$ cat config.mk
export PLATFORM = sky130hd
export DESIGN_NAME = minterm_sweep_unit
export DESIGN_NICKNAME = d
export VERILOG_FILES = /design/src/rtl/minterm_sweep_unit.sv
export SDC_FILE = /design/constraint.sdc
export NUM_CORES = 1
export LEC_CHECK = 0
export ABC_AREA = 1
export BUFFER_PORTS_ARGS = -buffer_cell sky130_fd_sc_hd__buf_2
export CAP_MARGIN = 10
export CORE_MARGIN = 2
export CORE_UTILIZATION = 40
export CTS_CLUSTER_SIZE = 28
export DETAILED_ROUTE_END_ITERATION = 12
export HOLD_SLACK_MARGIN = 0.08
export SLEW_MARGIN = 10
export SYNTH_ARGS = -nofsm -noshare
export SYNTH_HDL_FRONTEND = slang
export SYNTH_SLANG_ARGS = --single-unit
$ cat constraint.sdc
create_clock -name clk -period 1.4 [get_ports clk]
set_input_delay 0.28 -clock clk [delete_from_list [all_inputs] [get_ports clk]]
set_output_delay 0.28 -clock clk [all_outputs]
set_load 0.02 [all_outputs]
$ cat src/rtl/minterm_sweep_unit.sv
// minterm_sweep_unit
//
// Holds an N-input boolean function as a 2^N-bit minterm mask that is loaded
// serially at run time. The function is evaluated on a live input vector with
// one cycle of latency. On command it sweeps every input combination in
// truth-table order over a valid/ready stream, counts the minterms that are
// 1, and pulses done at the end.
//
// Ports:
//   clk        rising-edge clock
//   rst_n      asynchronous active-low reset
//   load_valid serial mask bit present this cycle
//   load_bit   mask bit value (first bit loaded ends up as mask[M-1])
//   start      request a sweep (ignored unless idle with a complete mask)
//   x_in       live input vector, MSB is the first variable
//   s_eval     registered f(x_in), 0 while the mask is incomplete
//   mask_valid all M mask bits have been loaded
//   busy       load, sweep or done cycle in progress
//   sw_valid   sweep entry present
//   sw_ready   consumer accepts the sweep entry
//   sw_idx     input combination of the current entry
//   sw_s       function value for sw_idx
//   ones       count of minterms equal to 1 (final when done pulses)
//   done       one-cycle pulse at the end of a sweep

module minterm_sweep_unit #(
    parameter int N = 4
) (
    input  logic         clk,
    input  logic         rst_n,
    input  logic         load_valid,
    input  logic         load_bit,
    input  logic         start,
    input  logic [N-1:0] x_in,
    output logic         s_eval,
    output logic         mask_valid,
    output logic         busy,
    output logic         sw_valid,
    input  logic         sw_ready,
    output logic [N-1:0] sw_idx,
    output logic         sw_s,
    output logic [N:0]   ones,
    output logic         done
);

    localparam int M  = 2 ** N;
    // One extra bit so an all-ones mask counts to M without wrapping.
    localparam int CW = N + 1;
    localparam logic [N-1:0]  LAST_IDX = N'(M - 1);
    localparam logic [CW-1:0] LAST_CNT = CW'(M - 1);

    typedef enum logic [1:0] {
        ST_IDLE,
        ST_LOAD,
        ST_SWEEP,
        ST_DONE
    } state_t;

    state_t        r_state;
    logic [M-1:0]  r_mask;
    logic [CW-1:0] r_cnt;
    logic          r_mask_valid;
    logic          r_sw_valid;
    logic [N-1:0]  r_sw_idx;
    logic          r_sw_s;
    logic [CW-1:0] r_ones;
    logic          r_s_eval;

    state_t        w_state_next;
    logic [M-1:0]  w_mask_next;
    logic [CW-1:0] w_cnt_next;
    logic          w_mask_valid_next;
    logic          w_sw_valid_next;
    logic [N-1:0]  w_sw_idx_next;
    logic          w_sw_s_next;
    logic [CW-1:0] w_ones_next;
    logic          w_s_eval_next;
    logic          w_busy;
    logic          w_done;

    logic [N-1:0]  w_idx_inc;
    logic          w_xfer;

    assign w_idx_inc = r_sw_idx + N'(1);
    assign w_xfer    = r_sw_valid & sw_ready;

    always_ff @(posedge clk or negedge rst_n) begin
        if (!rst_n) begin
            r_state      <= ST_IDLE;
            r_mask       <= '0;
            r_cnt        <= '0;
            r_mask_valid <= 1'b0;
            r_sw_valid   <= 1'b0;
            r_sw_idx     <= '0;
            r_sw_s       <= 1'b0;
            r_ones       <= '0;
            r_s_eval     <= 1'b0;
        end else begin
            r_state      <= w_state_next;
            r_mask       <= w_mask_next;
            r_cnt        <= w_cnt_next;
            r_mask_valid <= w_mask_valid_next;
            r_sw_valid   <= w_sw_valid_next;
            r_sw_idx     <= w_sw_idx_next;
            r_sw_s       <= w_sw_s_next;
            r_ones       <= w_ones_next;
            r_s_eval     <= w_s_eval_next;
        end
    end

    always_comb begin
        w_state_next      = r_state;
        w_mask_next       = r_mask;
        w_cnt_next        = r_cnt;
        w_mask_valid_next = r_mask_valid;
        w_sw_valid_next   = r_sw_valid;
        w_sw_idx_next     = r_sw_idx;
        w_sw_s_next       = r_sw_s;
        w_ones_next       = r_ones;
        w_busy            = 1'b1;
        w_done            = 1'b0;

        // Evaluation runs in every state; an incomplete mask reads as 0.
        w_s_eval_next = r_mask_valid & r_mask[x_in];

        case (r_state)
            ST_IDLE: begin
                w_busy = 1'b0;
                // A load beats a simultaneous start; the start is dropped.
                if (load_valid) begin
                    w_mask_valid_next = 1'b0;
                    w_mask_next       = {r_mask[M-2:0], load_bit};
                    w_cnt_next        = CW'(1);
                    w_state_next      = ST_LOAD;
                end else if (start && r_mask_valid) begin
                    // First entry is presented straight from the accept edge.
                    w_sw_valid_next = 1'b1;
                    w_sw_idx_next   = '0;
                    w_sw_s_next     = r_mask[0];
                    w_ones_next     = '0;
                    w_state_next    = ST_SWEEP;
                end
            end

            ST_LOAD: begin
                if (load_valid) begin
                    w_mask_next = {r_mask[M-2:0], load_bit};
                    w_cnt_next  = r_cnt + CW'(1);
                    if (r_cnt == LAST_CNT) begin
                        w_mask_valid_next = 1'b1;
                        w_state_next      = ST_IDLE;
                    end
                end
            end

            ST_SWEEP: begin
                if (w_xfer) begin
                    w_ones_next = r_ones + {{N{1'b0}}, r_sw_s};
                    if (r_sw_idx == LAST_IDX) begin
                        w_sw_valid_next = 1'b0;
                        w_state_next    = ST_DONE;
                    end else begin
                        w_sw_idx_next = w_idx_inc;
                        w_sw_s_next   = r_mask[w_idx_inc];
                    end
                end
            end

            ST_DONE: begin
                w_done       = 1'b1;
                w_state_next = ST_IDLE;
            end

            default: begin
                w_state_next = ST_IDLE;
            end
        endcase
    end

    assign s_eval     = r_s_eval;
    assign mask_valid = r_mask_valid;
    assign busy       = w_busy;
    assign sw_valid   = r_sw_valid;
    assign sw_idx     = r_sw_idx;
    assign sw_s       = r_sw_s;
    assign ones       = r_ones;
    assign done       = w_done;

endmodule

==> flow_summary.toml <==
[outcome]
status = "finished with violations"
failed_checks = "negative setup slack"

[synthesis]
syn_nets = 268
yosys_register_bits = 36
ys_seq_area_share_pct = 46.63
synth_cell_type_count = 25
syn_area_um2 = 1932
synth.avg_cell_area_um2 = 7.636
yosysWarnings = 0
synth_cells = 253

[finish]
final_cell_area_um2 = 2355
final_layout_size_suffix_gt1_share_pct = 22.03
regArea_um2 = 902.1
mostFrequentLayoutCells = "nand2_1, inv_1, dfrtp_1, nand3_1, buf_2"
syn2layout_area_growth_pct = 21.89
mostFrequentLayoutCell = "nand2_1"
multi_input_area_um2 = 894.6
antenna_cells = 0
layout.nets = 309
nFillCells = 476

[drt]
detail-route-antenna-nets = 0
drt_iter0_drc = 57
wirelength_um = 4205
wl_met3_um = 142
wl_met2_um = 1964
vias = 1762
detail_route.vias_per_cell = 5.049
drt-pass1-iter-count = 4
drc_errors = 0
routedWlPerCell_um = 12.05
drt-met1-wl_um = 2037
dr.max_layer_used = "met4"

[clock_network]
clock_sinks = 36
cts_tree = "yes"
clk_latency_ns = 0.29
clockBufferDepth = 2
cts_root_buf = "clkbuf_8"
path_clk_slew_ns = 0.08
htreeDepth = 2
cts_buffers = 5

[timing]
maxSlewViolCount = 0
fin_setup_tns_ns = -0.04249
fin_hold_ws_ns = 0.1967
setup_slack_ns = -0.02825
finalSetupViolCount = 2
max_freq_mhz = 700.2
slew_headroom_pct = 77.64
worst_pin_slew_ns = 0.3319
min_period_ns = 1.428
rsz0062_at_grt = "true"
finalHoldViolCount = 0
fin_crit_sh_pct = 102.0
skew_ns = 0.01002

[setup_path]
cp.arrival_ns = 1.61
worst_setup_path_start_kind = "register"
path_class = "reg -> reg"
end_kind = "register"
critPathMaxFanout = 3
crit_required_ns = 1.58

[floorplan]
rows = 25
die_h_um = 73.50
die_w_um = 73.50
core_um2 = 4692
ios = 25
initial_core_util_pct = 41.17
die-area_um2 = 5402

[grt]
antenna_found_initial = 0
grt_max_degree = 22
overflow = 0
grt_first_pass_wirelength_um = 7058
grt_pass1_vias = 1613
grt.total_usage_pct = 17.04

[pwr]
p_per_area_nw_per_um2 = 1937
p_leak_nw = 1.209
vdd_ir_drop_max_mv = 1.036

[place]
postPlaceCellArea_um2 = 2207
gp_congestion = 0.7857
io_buffers = 24
dp_hpwl_um = 3200

[worst_hold_path]
hp-class = "in -> reg"

[job]
drv_cap = 0
==> what timing repair did <==
action                     in CTS  in global routing
gates resized for setup         8                  6
setup endpoints to repair       3                 12
hold buffers                    1                  0
setup buffers                   0                  1
hold endpoints to repair       36                  0
pin swaps                       5                  5
gates cloned                    0                  0
==> registers in the layout, summed over array words and instances (netlist names) <==
register    count
r_cnt           5
r_state         2
sw_idx          4
mask_valid      1
sw_s            1
sw_valid        1
r_mask         16
ones            5
s_eval          1
==> synthesized netlist by cell type <==
master / instances / area share (%)
dfrtp_1: 36 / 47
nand3b_1: 1 / 0.39
o221ai_1: 1 / 0.45
inv_2: 2 / 0.39
clkbuf_1: 1 / 0.19
buf_2: 4 / 1.0
nor3_1: 2 / 0.52
o211ai_1: 3 / 1.2
xor2_1: 3 / 1.4
o21ai_0: 28 / 7.3
nor2_1: 13 / 2.5
nor2_4: 1 / 0.58
a21oi_1: 8 / 2.1
inv_4: 1 / 0.32
o31ai_1: 1 / 0.39
nand2_2: 4 / 1.3
o2111ai_1: 1 / 0.45
xnor2_1: 1 / 0.45
nand3_1: 27 / 7.0
nor2_2: 3 / 0.97
inv_1: 37 / 7.2
nand2_1: 64 / 12
ha_1: 5 / 3.2
o22ai_1: 2 / 0.65
o21ai_1: 4 / 1.0
==> worst max-delay path, cell delays in order, from the launching register on <==
cell and delay (ns):
dfrtp_1 0.36, ha_2 0.19, nand2_2 0.06, nor2_2 0.08, ha_2 0.18, inv_2 0.05
o21ai_4 0.14, o2111ai_2 0.12, nand2_1 0.08, o21ai_1 0.05
==> path summary, 6_finish.rpt <==
kind | startpoint | end | slack [ns] | cells after the start
max | r_cnt[0] | r_state[1] | -0.03 | 9
min | load_bit | r_mask[0] | 0.20 | 3
max reg2reg | r_cnt[0] | r_state[1] | -0.03 | 9
min reg2reg | r_mask[7] | r_mask[8] | 0.48 | 2
max in group asynchronous | rst_n | sw_idx[0] | 0.65 | 3
min in group asynchronous | rst_n | r_mask[0] | 0.35 | 2
==> kinds of logic after synthesis <==
kind of cell,Yosys count,synth area share (%)
XOR/XNOR,4,1.814
adder cells (fa/ha/maj),5,3.238
AND/OR/NAND/NOR,115,25.71
flip-flops,36,46.63
AO/OA/AOI/OAI,48,13.47
buffers and inverters,45,9.132
==> report_power, final <==
group / leakage (nW) / total [W] / switching [W] / internal (W)
clock network: 0.0455 / 0.000774 / 0.000372 / 0.000402
registers: 0.468 / 0.00165 / 0.000264 / 0.00139
logic: 0.696 / 0.00214 / 0.00128 / 0.000859
total: 1.21 / 0.00456 / 0.00192 / 0.00265
==> cell type report <==
cell class	instances	share of cell area, %
Clock buffer	8	3.826
Inverter	40	6.482
Multi-Input combinational cell	172	37.99
Sequential cell	36	38.31
Tap cell	54	2.869
Timing Repair Buffer	39	10.52
==> routing by layer <==
layer	vias to the layer above	track usage (%)
met1	834	23.30
met4	0	6.061
met2	26	26.59
met3	7	3.704
met5	-	0
li1	895	-
==> stage by stage <==
stage / power (W) / setup WS (ns) / instances / utilization, %
after CTS: 0.004529 / -0.02703 / 348 / 49.60
final: 0.004562 / -0.02825 / 349 / 50.19
after floorplan: 0.003047 / 0.01162 / 253 / -
after detailed placement: 0.003717 / -0.04422 / 339 / 47.04
after global routing: 0.004991 / -0.1412 / 349 / 50.19
after global placement: 0.003691 / -0.01458 / 339 / 47.04
No activity file was read; power rests on OpenSTA's default activity.
